## src/rtl/apb_bridge_pkg.sv

```systemverilog
// apb_bridge_pkg: shared types and constants for the APB master bridge.
package apb_bridge_pkg;
   typedef enum logic [1:0] {IDLE, SETUP, ACCESS, RESP} state_t;
   localparam logic SLV0 = 1'b0;
   localparam logic SLV1 = 1'b1;
   localparam int ADDR_W_DEF = 32;
   localparam int DATA_W_DEF = 32;
endpackage

```

## src/rtl/apb_slave_mux.sv

```systemverilog
// apb_slave_mux: picks the selected completer's PREADY, PRDATA and PSLVERR.
module apb_slave_mux
   import apb_bridge_pkg::*;
#(
   parameter int DATA_W = DATA_W_DEF
) (
   input  logic              idx_i,
   input  logic [1:0]        pready_i,
   input  logic [DATA_W-1:0] prdata0_i,
   input  logic [DATA_W-1:0] prdata1_i,
   input  logic [1:0]        pslverr_i,
   output logic              ready_o,
   output logic [DATA_W-1:0] rdata_o,
   output logic              slverr_o
);
   assign ready_o  = (idx_i == SLV1) ? pready_i[1] : pready_i[0];
   assign rdata_o  = (idx_i == SLV1) ? prdata1_i : prdata0_i;
   assign slverr_o = (idx_i == SLV1) ? pslverr_i[1] : pslverr_i[0];
endmodule

```

## src/rtl/apb_master_bridge.sv

```systemverilog
// apb_master_bridge: single-outstanding APB requester for two completers
// with address decode, PREADY timeout and registered response.
module apb_master_bridge
   import apb_bridge_pkg::*;
#(
   parameter int ADDR_W  = ADDR_W_DEF,
   parameter int DATA_W  = DATA_W_DEF,
   parameter int SEL_BIT = 12,
   parameter int TIMEOUT = 16
) (
   input  logic              PCLK,
   input  logic              PRESET,
   input  logic              cmd_valid,
   output logic              cmd_ready,
   input  logic              cmd_write,
   input  logic [ADDR_W-1:0] cmd_addr,
   input  logic [DATA_W-1:0] cmd_wdata,
   output logic              rsp_valid,
   input  logic              rsp_ready,
   output logic [DATA_W-1:0] rsp_rdata,
   output logic              rsp_err,
   output logic              rsp_timeout,
   output logic [1:0]        PSEL,
   output logic              PENABLE,
   output logic              PWRITE,
   output logic [ADDR_W-1:0] PADDR,
   output logic [DATA_W-1:0] PWDATA,
   input  logic [1:0]        PREADY,
   input  logic [DATA_W-1:0] PRDATA0,
   input  logic [DATA_W-1:0] PRDATA1,
   input  logic [1:0]        PSLVERR
);
   localparam int CW = (TIMEOUT > 1) ? $clog2(TIMEOUT + 1) : 1;
   state_t state_q, state_d;
   logic idx_q, idx_d, write_q, write_d, penable_q, penable_d, valid_q, valid_d;
   logic err_q, err_d, to_q, to_d;
   logic [1:0] psel_q, psel_d;
   logic [ADDR_W-1:0] addr_q, addr_d;
   logic [DATA_W-1:0] wdata_q, wdata_d, rdata_q, rdata_d;
   logic [CW-1:0] cnt_q, cnt_d;
   logic sel_ready, sel_err, accept, dec_err, tmo, done, enter;
   logic [DATA_W-1:0] sel_rdata;

   apb_slave_mux #(.DATA_W(DATA_W)) u_mux (
      .idx_i(idx_q), .pready_i(PREADY), .prdata0_i(PRDATA0), .prdata1_i(PRDATA1),
      .pslverr_i(PSLVERR), .ready_o(sel_ready), .rdata_o(sel_rdata), .slverr_o(sel_err)
   );

   assign cmd_ready = state_q == IDLE;
   assign accept    = cmd_valid && cmd_ready;
   assign dec_err   = (cmd_addr >> (SEL_BIT + 1)) != '0;
   assign done      = state_q == ACCESS && sel_ready;
   assign tmo       = TIMEOUT != 0 && state_q == ACCESS && !sel_ready && cnt_q == CW'(TIMEOUT - 1);
   assign enter     = state_d == RESP && state_q != RESP;

   always_ff @(posedge PCLK) begin
      if (PRESET) state_q <= IDLE;
      else        state_q <= state_d;
   end

   always_comb begin
      state_d = state_q;
      case (state_q)
         IDLE:    if (accept) state_d = dec_err ? RESP : SETUP;
         SETUP:   state_d = ACCESS;
         ACCESS:  if (done || tmo) state_d = RESP;
         RESP:    if (rsp_ready) state_d = IDLE;
         default: state_d = IDLE;
      endcase
   end

   // Output registers load their next value from the next state so every APB pin is a flop.
   always_comb begin
      write_d   = accept ? cmd_write : write_q;
      addr_d    = accept ? cmd_addr : addr_q;
      wdata_d   = accept ? cmd_wdata : wdata_q;
      idx_d     = accept ? cmd_addr[SEL_BIT] : idx_q;
      psel_d    = (state_d == SETUP || state_d == ACCESS) ? (idx_d ? 2'b10 : 2'b01) : 2'b00;
      penable_d = state_d == ACCESS;
      valid_d   = state_d == RESP;
      cnt_d     = (state_q == ACCESS && state_d == ACCESS) ? cnt_q + 1'b1 : '0;
      rdata_d   = !enter ? rdata_q : (done && !write_q) ? sel_rdata : '0;
      err_d     = !enter ? err_q : done ? sel_err : 1'b1;
      to_d      = enter ? tmo : to_q;
   end

   always_ff @(posedge PCLK) begin
      if (PRESET) begin
         {idx_q, write_q, penable_q, valid_q, err_q, to_q} <= '0;
         psel_q  <= '0;
         addr_q  <= '0;
         wdata_q <= '0;
         rdata_q <= '0;
         cnt_q   <= '0;
      end else begin
         {idx_q, write_q, penable_q, valid_q, err_q, to_q} <= {idx_d, write_d, penable_d, valid_d, err_d, to_d};
         psel_q  <= psel_d;
         addr_q  <= addr_d;
         wdata_q <= wdata_d;
         rdata_q <= rdata_d;
         cnt_q   <= cnt_d;
      end
   end

   assign PSEL        = psel_q;
   assign PENABLE     = penable_q;
   assign PWRITE      = write_q;
   assign PADDR       = addr_q;
   assign PWDATA      = wdata_q;
   assign rsp_valid   = valid_q;
   assign rsp_rdata   = rdata_q;
   assign rsp_err     = err_q;
   assign rsp_timeout = to_q;
endmodule

```

## config.mk

```make
export PLATFORM = sky130hd
export DESIGN_NAME = apb_master_bridge
export DESIGN_NICKNAME = d
export VERILOG_FILES = /design/src/rtl/apb_bridge_pkg.sv /design/src/rtl/apb_slave_mux.sv /design/src/rtl/apb_master_bridge.sv
export SDC_FILE = /design/constraint.sdc
export NUM_CORES = 1
export LEC_CHECK = 0
export BUFFER_PORTS_ARGS = -buffer_cell sky130_fd_sc_hd__buf_4
export CELL_PAD_IN_SITES_DETAIL_PLACEMENT = 0
export CELL_PAD_IN_SITES_GLOBAL_PLACEMENT = 2
export CORE_ASPECT_RATIO = 0.9
export CORE_MARGIN = 3
export CORE_UTILIZATION = 27
export CTS_BUF_LIST = sky130_fd_sc_hd__clkbuf_8
export DETAILED_ROUTE_END_ITERATION = 10
export PLACE_DENSITY_LB_ADDON = 0.08
export SYNTH_ARGS = -nofsm -noshare
export SYNTH_HDL_FRONTEND = slang
export SYNTH_HIERARCHICAL = 1
export SYNTH_SLANG_ARGS = --single-unit
```

## constraint.sdc

```tcl
create_clock -name PCLK -period 3.4 [get_ports PCLK]
set_input_delay 0.68 -clock PCLK [delete_from_list [all_inputs] [get_ports PCLK]]
set_output_delay 0.68 -clock PCLK [all_outputs]
set_load 0.01 [all_outputs]
```

==> results of run 1 <==
-- layer usage --
| layer | share of wire, % | wire length, um | global-route usage, % |
|---|---|---|---|
| met1 | 42 | 5770 | 17.4 |
| met2 | 47 | 6490 | 24.2 |
| met3 | 10 | 1450 | 7.19 |
| met4 | 0.77 | 106 | 3.08 |
| met5 | 0 | 0 | 0 |
-- cells in the mapped netlist (all sizes together) --
cell type    n  area share (%)
a21oi       68             7.8
mux2        34              11
a21boi       1            0.17
nor3         3            0.46
and3b        1            0.20
buf         22             4.1
nor2        10            0.86
nor4bb       1            0.23
or3b         1            0.20
and3         2            0.28
mux2i        3            0.68
o22ai        1            0.14
nand2      132              11
or4          2            0.34
nor3b        2            0.46
ha           3            0.86
nand4b       1            0.20
or4b         1            0.31
xnor2        1            0.20
dfxtp      111              51
clkbuf      13             1.1
nor2b        1            0.14
nor4         2            0.28
or3          1            0.14
a22o        32             6.4
xor2         1            0.20
a211oi       2            0.34
inv          3            0.26
or2          1            0.14
nand3        3            0.34
-- path summary, 6_finish.rpt --
check	startpoint	endpoint	slack, ps	cells after the start
min reg2reg	cnt_q[0]$_SDFF_PP0_	cnt_q[0]$_SDFF_PP0_	460	1
min	cnt_q[0]$_SDFF_PP0_	cnt_q[0]$_SDFF_PP0_	460	1
max reg2reg	cnt_q[0]$_SDFF_PP0_	rsp_rdata[27]$_SDFFE_PP0P_	440	10
max	cnt_q[0]$_SDFF_PP0_	rsp_rdata[27]$_SDFFE_PP0P_	440	10
-- cell type report --
type,count,area (um^2)
Clock buffer,11,151
Clock inverter,5,56.3
Fill cell,1596,9180
Inverter,3,11.3
Multi-Input combinational cell,310,1940
Sequential cell,111,2220
Tap cell,202,253
Timing Repair Buffer,244,1840
-- through the flow --
step	instances	hold WS [ps]
after global routing	886	479
after floorplan	459	418
final	886	455
after global placement	870	427
after detailed placement	870	444
after CTS	886	460
-- cell families after synthesis --
family / count (synthesis) / share of synthesized area, %
buffers and inverters: 38 / 5.50
DFF: 111 / 50.6
and+or+nand+nor: 164 / 15.9
adders and majority gates: 3 / 0.855
xor gates and xnor gates: 2 / 0.399
muxes: 37 / 12.0
AOI/OAI and AO/OA: 104 / 14.8
-- state kept, by name, indices dropped and copies added (netlist names) --
| signal | flops |
|---|---|
| PWDATA | 32 |
| rsp_valid | 1 |
| idx_q | 1 |
| PADDR | 32 |
| rsp_timeout | 1 |
| rsp_err | 1 |
| PSEL | 2 |
| state_q | 2 |
| rsp_rdata | 32 |
| cnt_q | 5 |
| PWRITE | 1 |
| PENABLE | 1 |
-- where the power goes --
part	switching, mW	internal, mW
clock network	0.458	0.380
logic	0.294	0.328
registers	0.0484	1.38
==> Flow_metrics.wiki, run 1 <==
{| class="wikitable"
! Metric !! Value
|-
| Die footprint || 17800 um^2
|-
| Worst-path clk slew || 100 ps
|-
| NumNets Final || 819
|-
| Number of gates resized after CTS || 0
|-
| Chip Height || 127 um
|-
| TritonCTS Buffers || 9
|-
| Worst Tran Pin Value || 1200 ps
|-
| Cts-stage hold buffer count || 0
|-
| Delay of the slowest critical-path stage || 960 ps
|-
| Clock sinks || 111
|-
| RSZ-0062 raised after global routing || no
|-
| Antenna violations before repair || 0
|-
| Worst Setup Slack post-DPL || 332 ps
|-
| All-layer global routing usage || 14.7%
|-
| Clock latency at the later pin of the worst-skew pair || 380 ps
|-
| Shortest period the worst path allows || 2960 ps
|-
| Maximum clock path buffer count || 2
|-
| Run status || finished clean
|-
| Share of post-route cells with drive strength above 1 || 44.0%
|-
| Slowest-stage cell, CP || nor3_4
|-
| Most prevalent standard cell on the critical path || ha_1
|-
| Clock tree from TritonCTS || yes
|-
| P per Cell Area || 446 nW/um^2
|-
| Area of all placed cells without fillers || 6480 um^2
|-
| Path class of the lowest-slack min-delay path || reg -> reg
|-
| Hold Fails Final Rpt || 0
|-
| HPWL after DPL || 9.76 mm
|-
| Required arrival time at the worst endpoint || 3730 ps
|-
| Crit-path leading delay family || simple AND/OR/NAND/NOR gates
|-
| FP Rows || 43
|-
| Avg Cell Area, Syn || 9.57 um^2
|-
| Synthesized netlist cell count || 459
|-
| Placeable Area || 15700 um^2
|-
| Syn_nets || 599
|-
| Static leakage power || 2.94 nW
|-
| Grt total ovfl || 0
|-
| Worst clock skew || 6.43 ps
|-
| Worst IR Drop VDD || 0.234 mV
|-
| Worst-case headroom to the max-slew limit || 19.7%
|-
| Achievable frequency || 0.338 GHz
|-
| Category of the most critical setup path || reg -> reg
|-
| Number of global-route vias before repair || 3937
|-
| Final standard cell utilization of the core || 41.4%
|-
| Top library cells by usage in the layout, fill and taps aside || buf_4, nand2_1, dfxtp_1, a21oi_1, a22o_1
|-
| Overall via count from detail_route || 3954
|-
| Critical Path Fanout Max || 32
|-
| Number of pins exceeding their max-slew limit in the final report || 0
|-
| Number of setup violations in the final report || 0
|-
| Number of violations of the max-capacitance limit || 0
|-
| Quantity of I/O buffers inserted on ports || 240
|-
| Register bit total from synthesis || 111
|-
| Sequential fraction of the synthesis area || 50.6%
|-
| Placement-stage cell area || 6270 um^2
|-
| Routed wire length per instance || 15.6 um
|-
| Mapped Area || 4390 um^2
|-
| Critical Path Sink Type || flip-flop
|-
| Final estimated routing congestion in global placement || 0.792
|-
| Post-synthesis to final-layout area growth || 47.6%
|-
| Yosys warnings || 6
|-
| Routed via count divided by cell count || 4.46
|-
| Setup crit start kind || flip-flop
|-
| Number of H-tree levels || 3
|-
| Initial detailed-routing violation count || 103
|-
| Total detailed-routing wirelength || 13.8 mm
|-
| Total design power || 2.89 mW
|-
| Maximum number of pins on one net before global-route repair || 78
|-
| Post-route fraction of the period consumed by the critical path || 87.1%
|-
| Antenna Violating Nets Remaining || 0
|-
| Number of library cell types mapped by synthesis || 36
|-
| Pre-antenna DRT Iters || 4
|-
| Postcts setup bufs || 0
|-
| Boundary Pins || 241
|-
| Sum of negative setup slack || 0 ps
|-
| Count of unresolved DRC violations after routing || 0
|-
| Number of buffers and inverters on the critical path || 0
|-
| Width of the die || 140 um
|-
| Crit path cell chain || ha_1 -> and3_1 -> ha_1 -> or3_1 -> nand3_1 -> nand2_1 -> ha_1 -> nand4b_1 -> nor3_4 -> a22o_1
|-
| First-pass GRT wire length || 20.9 mm
|-
| Most common cell after layout, fill and taps aside || buf_4
|-
| Arrival time at the worst endpoint || 3290 ps
|-
| Final worst setup slack || 440 ps
|-
| Clk Tree Root Cell || clkbuf_8
|-
| Antenna cells || 0
|-
| Effective utilization at floorplan || 28.0%
|}
(Power assumes the default switching activity.)
==> run 2: changes to the inputs <==
- BUFFER_PORTS_ARGS: -buffer_cell sky130_fd_sc_hd__buf_4 -> not set
- CORE_UTILIZATION: 27 -> 38
- DONT_BUFFER_PORTS: not set -> 1
- SYNTH_HIERARCHICAL: 1 -> not set
==> run 2 against run 1 <==
Effect of this change:
- clock power down 13%
- final area shrank 32%
- hold slack worse by 67 ps
- sequential share of layout area rose by 16 points
- register-to-register slack better by 440 ps
- global-route usage is 1.3 points higher
- total power fell by 17%
- core utilization up 0.83 points
- cell count decreased by 35%
- fmax up 18%
==> Flow_metrics.wiki, run 2 <==
{| class="wikitable"
! Metric !! Value
|-
| Run status || finished clean
|-
| Hold slack final || 389 ps (-66.6 ps)
|-
| Critical Path Sink Type || flip-flop
|-
| Non-filler cells, final || 573 (-35%)
|-
| Hold-critical path depth || 1 (unchanged)
|-
| Antenna Violating Nets Remaining || 0 (unchanged)
|-
| Maximum number of pins on one net before global-route repair || 78 (unchanged)
|-
| End of the worst hold path || rsp_timeout$_SDFFE_PP0P_
|-
| Worst Reg-to-Reg Cells || 10 (unchanged)
|-
| Critical Path Fanout Max || 32 (unchanged)
|-
| Mapped Area || 4170 um^2 (-5.0%)
|-
| Top_reg_cell synth || dfxtp_1
|-
| Sum of negative setup slack || 0 ps (unchanged)
|-
| First-pass GRT wire length || 15.6 mm (-25%)
|-
| Post-synthesis to final-layout area growth || 5.94%
|-
| Boundary Pins || 241 (unchanged)
|-
| Slowest-stage cell, CP || dfxtp_1
|-
| Number of H-tree levels || 3 (unchanged)
|-
| Sequential fraction of the synthesis area || 53.3% (+2.7 points)
|-
| Dominant cell type by area after synthesis || dfxtp_1
|-
| FP Rows || 35 (-19%)
|-
| Proportion of netlist area held by the largest area contributor || 53.3% (+2.7 points)
|-
| Number of library cell types mapped by synthesis || 36 (unchanged)
|-
| Most common cell after layout, fill and taps aside || nand2_1
|-
| Yosys warnings || 0 (-6)
|-
| Chip Height || 105 um (-17%)
|-
| Routed wire length per instance || 18.1 um (+16%)
|-
| Die footprint || 12300 um^2 (-31%)
|-
| Achievable frequency || 0.397 GHz (+18%)
|-
| Worst Min Path Start || PRESET
|-
| Top library cells by usage in the layout, fill and taps aside || nand2_1, dfxtp_1, a21oi_1, mux2i_1, o2bb2ai_1
|-
| Worst-case headroom to the max-slew limit || 53.2% (+34 points)
|-
| Worst IR Drop VDD || 0.289 mV (+24%)
|-
| Clock tree from TritonCTS || yes
|-
| Total design power || 2.40 mW (-17%)
|-
| Cts-stage hold buffer count || 0 (unchanged)
|-
| Number of global-route vias before repair || 2960 (-25%)
|-
| P per Cell Area || 544 nW/um^2 (+22%)
|-
| Postcts setup bufs || 0 (unchanged)
|-
| Clock latency at the later pin of the worst-skew pair || 360 ps (-20 ps)
|-
| Path class of the lowest-slack min-delay path || in -> reg
|-
| Register-to-register path setup slack || 880 ps (+440 ps)
|-
| Width of the die || 116 um (-17%)
|-
| Commonest cells post-synth || nand2_1, dfxtp_1, a21oi_1, mux2i_1, o2bb2ai_1
|-
| Number of setup violations in the final report || 0 (unchanged)
|-
| Syn_nets || 597 (-0.33%)
|-
| Number of enable flip-flop cells after synthesis || 0 (unchanged)
|-
| Category of the most critical setup path || reg -> reg
|-
| Delay of the slowest critical-path stage || 340 ps (-620 ps)
|-
| Setup crit start kind || flip-flop
|-
| Largest cells by area after synthesis || dfxtp_1, nand2_1, mux2i_1
|-
| Static leakage power || 1.52 nW (-48%)
|-
| Reg2Reg Launch Point || cnt_q[0]$_SDFF_PP0_
|-
| Number of gates resized after CTS || 0 (unchanged)
|-
| Synthesized netlist cell count || 457 (-0.44%)
|-
| Antenna violations before repair || 0 (unchanged)
|-
| Placeable Area || 10500 um^2 (-33%)
|-
| All-layer global routing usage || 16.0% (+1.3 points)
|-
| Terminus of the critical flop-to-flop path || rsp_rdata[22]$_SDFFE_PP0P_
|-
| Most prevalent standard cell on the critical path || ha_1
|-
| Final estimated routing congestion in global placement || 0.694 (-12%)
|-
| Arrival time at the worst endpoint || 2800 ps (-490 ps)
|-
| Worst-path clk slew || 90 ps (about the same)
|-
| Number of filler cells placed in the layout || 1077 (-33%)
|-
| TritonCTS Buffers || 9 (unchanged)
|-
| Clk Tree Root Cell || clkbuf_8
|-
| Worst Tran Pin Value || 701 ps (-499 ps)
|-
| Grt total ovfl || 0 (unchanged)
|-
| Register bit total from synthesis || 111 (unchanged)
|-
| Clock sinks || 111 (unchanged)
|-
| Initial detailed-routing violation count || 167 (+62%)
|-
| Routed via count divided by cell count || 5.33 (+20%)
|-
| Number of violations of the max-capacitance limit || 0 (unchanged)
|-
| Share of post-route cells with drive strength above 1 || 6.76% (-37 points)
|-
| Worst clock skew || 8.80 ps (+2.37 ps)
|-
| Effective utilization at floorplan || 39.9% (+12 points)
|-
| Overall via count from detail_route || 3056 (-23%)
|-
| NumNets Final || 580 (-29%)
|-
| HPWL after DPL || 7.36 mm (-25%)
|-
| Post-route fraction of the period consumed by the critical path || 74.0% (-13 points)
|-
| Pre-antenna DRT Iters || 4 (unchanged)
|-
| Antenna cells || 0 (unchanged)
|-
| Quantity of I/O buffers inserted on ports || 0 (-100%)
|-
| Number of placed cells counting well taps || 558 (-36%)
|-
| Total detailed-routing wirelength || 10.3 mm (-25%)
|-
| Crit path cell chain || ha_1 -> and3_1 -> ha_1 -> o311ai_2 -> nand2_1 -> ha_1 -> a21boi_1 -> nor2_2 -> buf_4 -> o2bb2ai_1
|-
| Maximum clock path buffer count || 2 (unchanged)
|-
| Most repeated cell in the gate-level netlist after synthesis || nand2_1
|-
| Avg Cell Area, Syn || 9.13 um^2 (-4.6%)
|-
| Hold Fails Final Rpt || 0 (unchanged)
|-
| Count of unresolved DRC violations after routing || 0 (unchanged)
|-
| Number of pins exceeding their max-slew limit in the final report || 0 (unchanged)
|-
| Shortest period the worst path allows || 2520 ps (-443 ps)
|-
| RSZ-0062 raised after global routing || no
|-
| Post-synthesis async set-or-reset flop share || 0% (unchanged)
|-
| Required arrival time at the worst endpoint || 3690 ps (-40 ps)
|}
-- run 2: cell types whose count changed after synthesis, moves of 2 or more --
cell	change
a21oi_1	-2
a22o_1	-32
mux2_4	-29
mux2_2	-4
buf_12	-3
buf_6	-2
a211oi_1	-2
mux2i_1	+32
o2bb2ai_1	+32
buf_4	-3
clkbuf_1	+7
-- run 2: cells by family after synthesis --
logic type	after synthesis	share of synthesized area, %
buffers and inverters	36	3.81
AND/OR/NAND/NOR	163	16.6
XOR/XNOR	2	0.420
flip-flops	111	53.3
multiplexers	36	8.76
adder cells (fa/ha/maj)	3	0.900
AO/OA/AOI/OAI	106	16.3
-- run 2: metrics by stage --
step                cell area, um^2  utilization [%]  setup WS [ps]
global placement               4240             40.5            793
detailed placement             4240             40.5            738
finish                         4420             42.2            883
CTS                            4420             42.2            870
global route                   4420             42.2            695
floorplan                      4170                -            877
-- run 2: worst max-delay path: cells and delay by family (launching register included) --
family,cells,cell delay [ps]
compound gates,3,680
fa+ha+maj,3,680
simple gates,3,390
flops,1,340
buf+inv,1,330
-- run 2: area by class of cell --
class	count	area, um^2	area share (%)
Timing Repair Buffer	6	45.0	1.02
Clock inverter	3	17.5	0.396
Sequential cell	111	2220	50.3
Clock buffer	12	165	3.74
Inverter	2	7.51	0.170
Multi-Input combinational cell	310	1800	40.7
Tap cell	129	161	3.65
-- run 2: worst max-delay path by stage --
stage                        start                         end  slack (ps)  cells past startpoint
2_1_floorplan         cmd_addr[31]  rsp_rdata[10]$_SDFFE_PP0P_         880                      8
3_3_place_gp          cmd_addr[31]  rsp_rdata[27]$_SDFFE_PP0P_         790                      8
3_5_place_dp          cmd_addr[31]  rsp_rdata[22]$_SDFFE_PP0P_         740                      8
4_1_cts        cnt_q[0]$_SDFF_PP0_  rsp_rdata[22]$_SDFFE_PP0P_         870                     10
5_1_grt        cnt_q[0]$_SDFF_PP0_  rsp_rdata[22]$_SDFFE_PP0P_         690                     10
6_report       cnt_q[0]$_SDFF_PP0_  rsp_rdata[22]$_SDFFE_PP0P_         880                     10
-- run 2: power breakdown --
part	leakage (nW)	switching, mW	internal [mW]
Combinational	0.518	0.133	0.0868
Sequential	0.905	0.0830	1.37
Clock	0.0942	0.411	0.321
Total	1.52	0.627	1.77
-- run 2: per-layer routing --
metal | vias up | global-route usage, % | wire length, um
met1 | 1394 | 18.8 | 4200
li1 | 1524 | - | -
met2 | 128 | 25.0 | 4730
met4 | 0 | 4.47 | 109
met5 | - | 0 | 0
met3 | 10 | 9.01 | 1310
==> run 3: changes to the inputs <==
- CORE_UTILIZATION: 38 -> 32
- clock period: 3.4 -> 2.1 ns (I/O delays scaled with it)
==> run 3 against run 2 <==
Effect of this change:
- critical endpoint is now rsp_rdata[13]$_SDFFE_PP0P_
- core utilization is 2.4 points lower
- die area is 18% higher
- first-iteration DRC count is 36% lower
- the run now ends with negative setup slack left
- cell count is 8.9% higher
- largest cell class unchanged
- highest routed layer unchanged
- count of clock-buffer cells in the layout stayed put
==> Flow_metrics.wiki, run 3 (same netlist as run 2, synthesis figures left out) <==
{| class="wikitable"
! Metric !! Value
|-
| Clock sinks || 111 (unchanged)
|-
| Number of pins exceeding their max-slew limit in the final report || 0 (unchanged)
|-
| All-layer global routing usage || 15.2% (-0.79 points)
|-
| Worst Tran Pin Value || 728 ps (+26.7 ps)
|-
| Placeable Area || 12400 um^2 (+19%)
|-
| Final standard cell utilization of the core || 39.8% (-2.4 points)
|-
| Cts-stage hold buffer count || 0 (unchanged)
|-
| Number of violations of the max-capacitance limit || 0 (unchanged)
|-
| Clock tree from TritonCTS || yes
|-
| Antenna cells || 0 (unchanged)
|-
| Worst IR Drop VDD || 0.330 mV (+14%)
|-
| Initial detailed-routing violation count || 107 (-36%)
|-
| First-pass GRT wire length || 17.2 mm (+11%)
|-
| Count of unresolved DRC violations after routing || 0 (unchanged)
|-
| Worst-case headroom to the max-slew limit || 51.5% (-1.8 points)
|-
| Category of the most critical setup path || reg -> reg
|-
| Routed wire length per instance || 19.5 um (+7.8%)
|-
| Overall via count from detail_route || 3208 (+5.0%)
|-
| Number of H-tree levels || 3 (unchanged)
|-
| Achievable frequency || 0.471 GHz (+19%)
|-
| Number of global-route vias before repair || 3036 (+2.6%)
|-
| Grt total ovfl || 0 (unchanged)
|-
| FP Rows || 38 (+8.6%)
|-
| Post-synthesis to final-layout area growth || 18.5%
|-
| Worst Setup Slack post-DPL || -164 ps (-902 ps)
|-
| Most common cell after layout, fill and taps aside || nand2_1
|-
| Area of all sequential standard cells || 2230 um^2 (+0.11%)
|-
| Effective utilization at floorplan || 33.6% (-6.2 points)
|-
| Final worst setup slack || -21.3 ps (-904 ps)
|-
| Pre-antenna DRT Iters || 5 (+1)
|-
| Antenna violations before repair || 0 (unchanged)
|-
| Run status || finished with violations
|-
| Total detailed-routing wirelength || 12.1 mm (+17%)
|-
| Total design power || 4.05 mW (+69%)
|-
| Shortest period the worst path allows || 2120 ps (-396 ps)
|-
| Multi-input combinational cell area || 2010 um^2 (+12%)
|-
| Required arrival time at the worst endpoint || 2370 ps (-1320 ps)
|-
| Top library cells by usage in the layout, fill and taps aside || nand2_1, dfxtp_1, a21oi_1, mux2i_1, o2bb2ai_2
|-
| Worst clock skew || 10.7 ps (+1.93 ps)
|-
| Maximum clock path buffer count || 2 (unchanged)
|-
| Failing checks || negative setup slack
|-
| Arrival time at the worst endpoint || 2390 ps (-410 ps)
|-
| Width of the die || 126 um (+8.5%)
|-
| TritonCTS Buffers || 9 (unchanged)
|-
| Final estimated routing congestion in global placement || 0.720 (+3.8%)
|-
| Post-route fraction of the period consumed by the critical path || 101% (+27 points)
|-
| Critical Path Fanout Max || 8 (-75%)
|-
| Path class of the lowest-slack min-delay path || in -> reg
|-
| Chip Height || 114 um (+8.5%)
|-
| Non-filler cells, final || 624 (+8.9%)
|-
| HPWL after DPL || 8.00 mm (+8.8%)
|-
| Number of filler cells placed in the layout || 1271 (+18%)
|-
| P per Cell Area || 819 nW/um^2 (+51%)
|-
| Worst-path clk slew || 100 ps (about the same)
|-
| Die footprint || 14400 um^2 (+18%)
|-
| Number of placed cells counting well taps || 600 (+7.5%)
|-
| Clk Tree Root Cell || clkbuf_8
|-
| Number of setup violations in the final report || 5 (+5)
|-
| RSZ-0062 raised after global routing || yes
|-
| Quantity of I/O buffers inserted on ports || 0 (unchanged)
|-
| Hold Fails Final Rpt || 0 (unchanged)
|-
| Routed via count divided by cell count || 5.14 (-3.6%)
|-
| Static leakage power || 1.73 nW (+14%)
|-
| Critical Path Sink Type || flip-flop
|-
| Share of post-route cells with drive strength above 1 || 15.7% (+9.0 points)
|-
| Clock latency at the later pin of the worst-skew pair || 370 ps (about the same)
|-
| Antenna Violating Nets Remaining || 0 (unchanged)
|-
| NumNets Final || 599 (+3.3%)
|-
| Setup crit start kind || flip-flop
|-
| Boundary Pins || 241 (unchanged)
|-
| Maximum number of pins on one net before global-route repair || 78 (unchanged)
|-
| Hold slack final || 106 ps (-282 ps)
|}
-- run 3: changes by cell type in the layout (fill, tap and decap cells not counted), sizes merged --
cell	before	now
buf	6	23
clkbuf	12	14
inv	2	4
clkinvlp	1	0
-- run 3: timing repair --
item / 4_1_cts / 5_1_grt
resized for setup: 11 / 26
buffers inserted: 3 / 2
pin swaps: 2 / 11
cloned: 2 / 3
endpoints found under the setup margin: 32 / 33
-- run 3: final cells by class --
class | count | share of cell area (%)
sequential | 111 | 45.0
multi-input combinational | 310 | 40.6
timing repair buffer | 25 | 6.40
tap | 160 | 4.05
clock buffer | 12 | 3.34
clock inverter | 4 | 0.430
inverter | 2 | 0.152
-- run 3: path summary, 6_finish.rpt --
| kind | startpoint | endpoint | slack, ps | depth (start not counted) |
|---|---|---|---|---|
| max | cnt_q[0]$_SDFF_PP0_ | rsp_rdata[13]$_SDFFE_PP0P_ | -20 | 11 |
| min | PRESET | rsp_timeout$_SDFFE_PP0P_ | 110 | 1 |
| max reg2reg | cnt_q[0]$_SDFF_PP0_ | rsp_rdata[13]$_SDFFE_PP0P_ | -20 | 11 |
| min reg2reg | PWDATA[28]$_SDFFE_PP0P_ | PWDATA[28]$_SDFFE_PP0P_ | 500 | 2 |
-- run 3: through the flow --
step	TNS [ps]	area [um^2]
2_1_floorplan	0	4220
3_3_place_gp	-5470	4410
3_5_place_dp	-4210	4410
4_1_cts	0	4730
5_1_grt	-2500	4940
6_report	-45.7	4940
-- run 3: routing by layer --
layer / track usage, % / part of all wire, %
met3: 8.63 / 11
met5: 0 / 0
met2: 23.6 / 47
met1: 18.3 / 42
met4: 3.86 / 0.52
-- run 3: power breakdown --
part	leakage (nW)	internal, mW	switching, mW	total (mW)
clock network	0.105	0.522	0.689	1.21
logic	0.716	0.216	0.273	0.489
registers	0.906	2.21	0.134	2.35
total	1.73	2.95	1.10	4.05
-- run 3: critical path: stages (launching register included) --
cell and delay [ps]:
dfxtp_2 340, ha_4 150, and3_4 180, ha_4 160, o311ai_4 230, nand2_1 100, ha_2 210, buf_6 120
nand4_1 110, buf_12 150, clkbuf_16 170, o2bb2ai_1 80
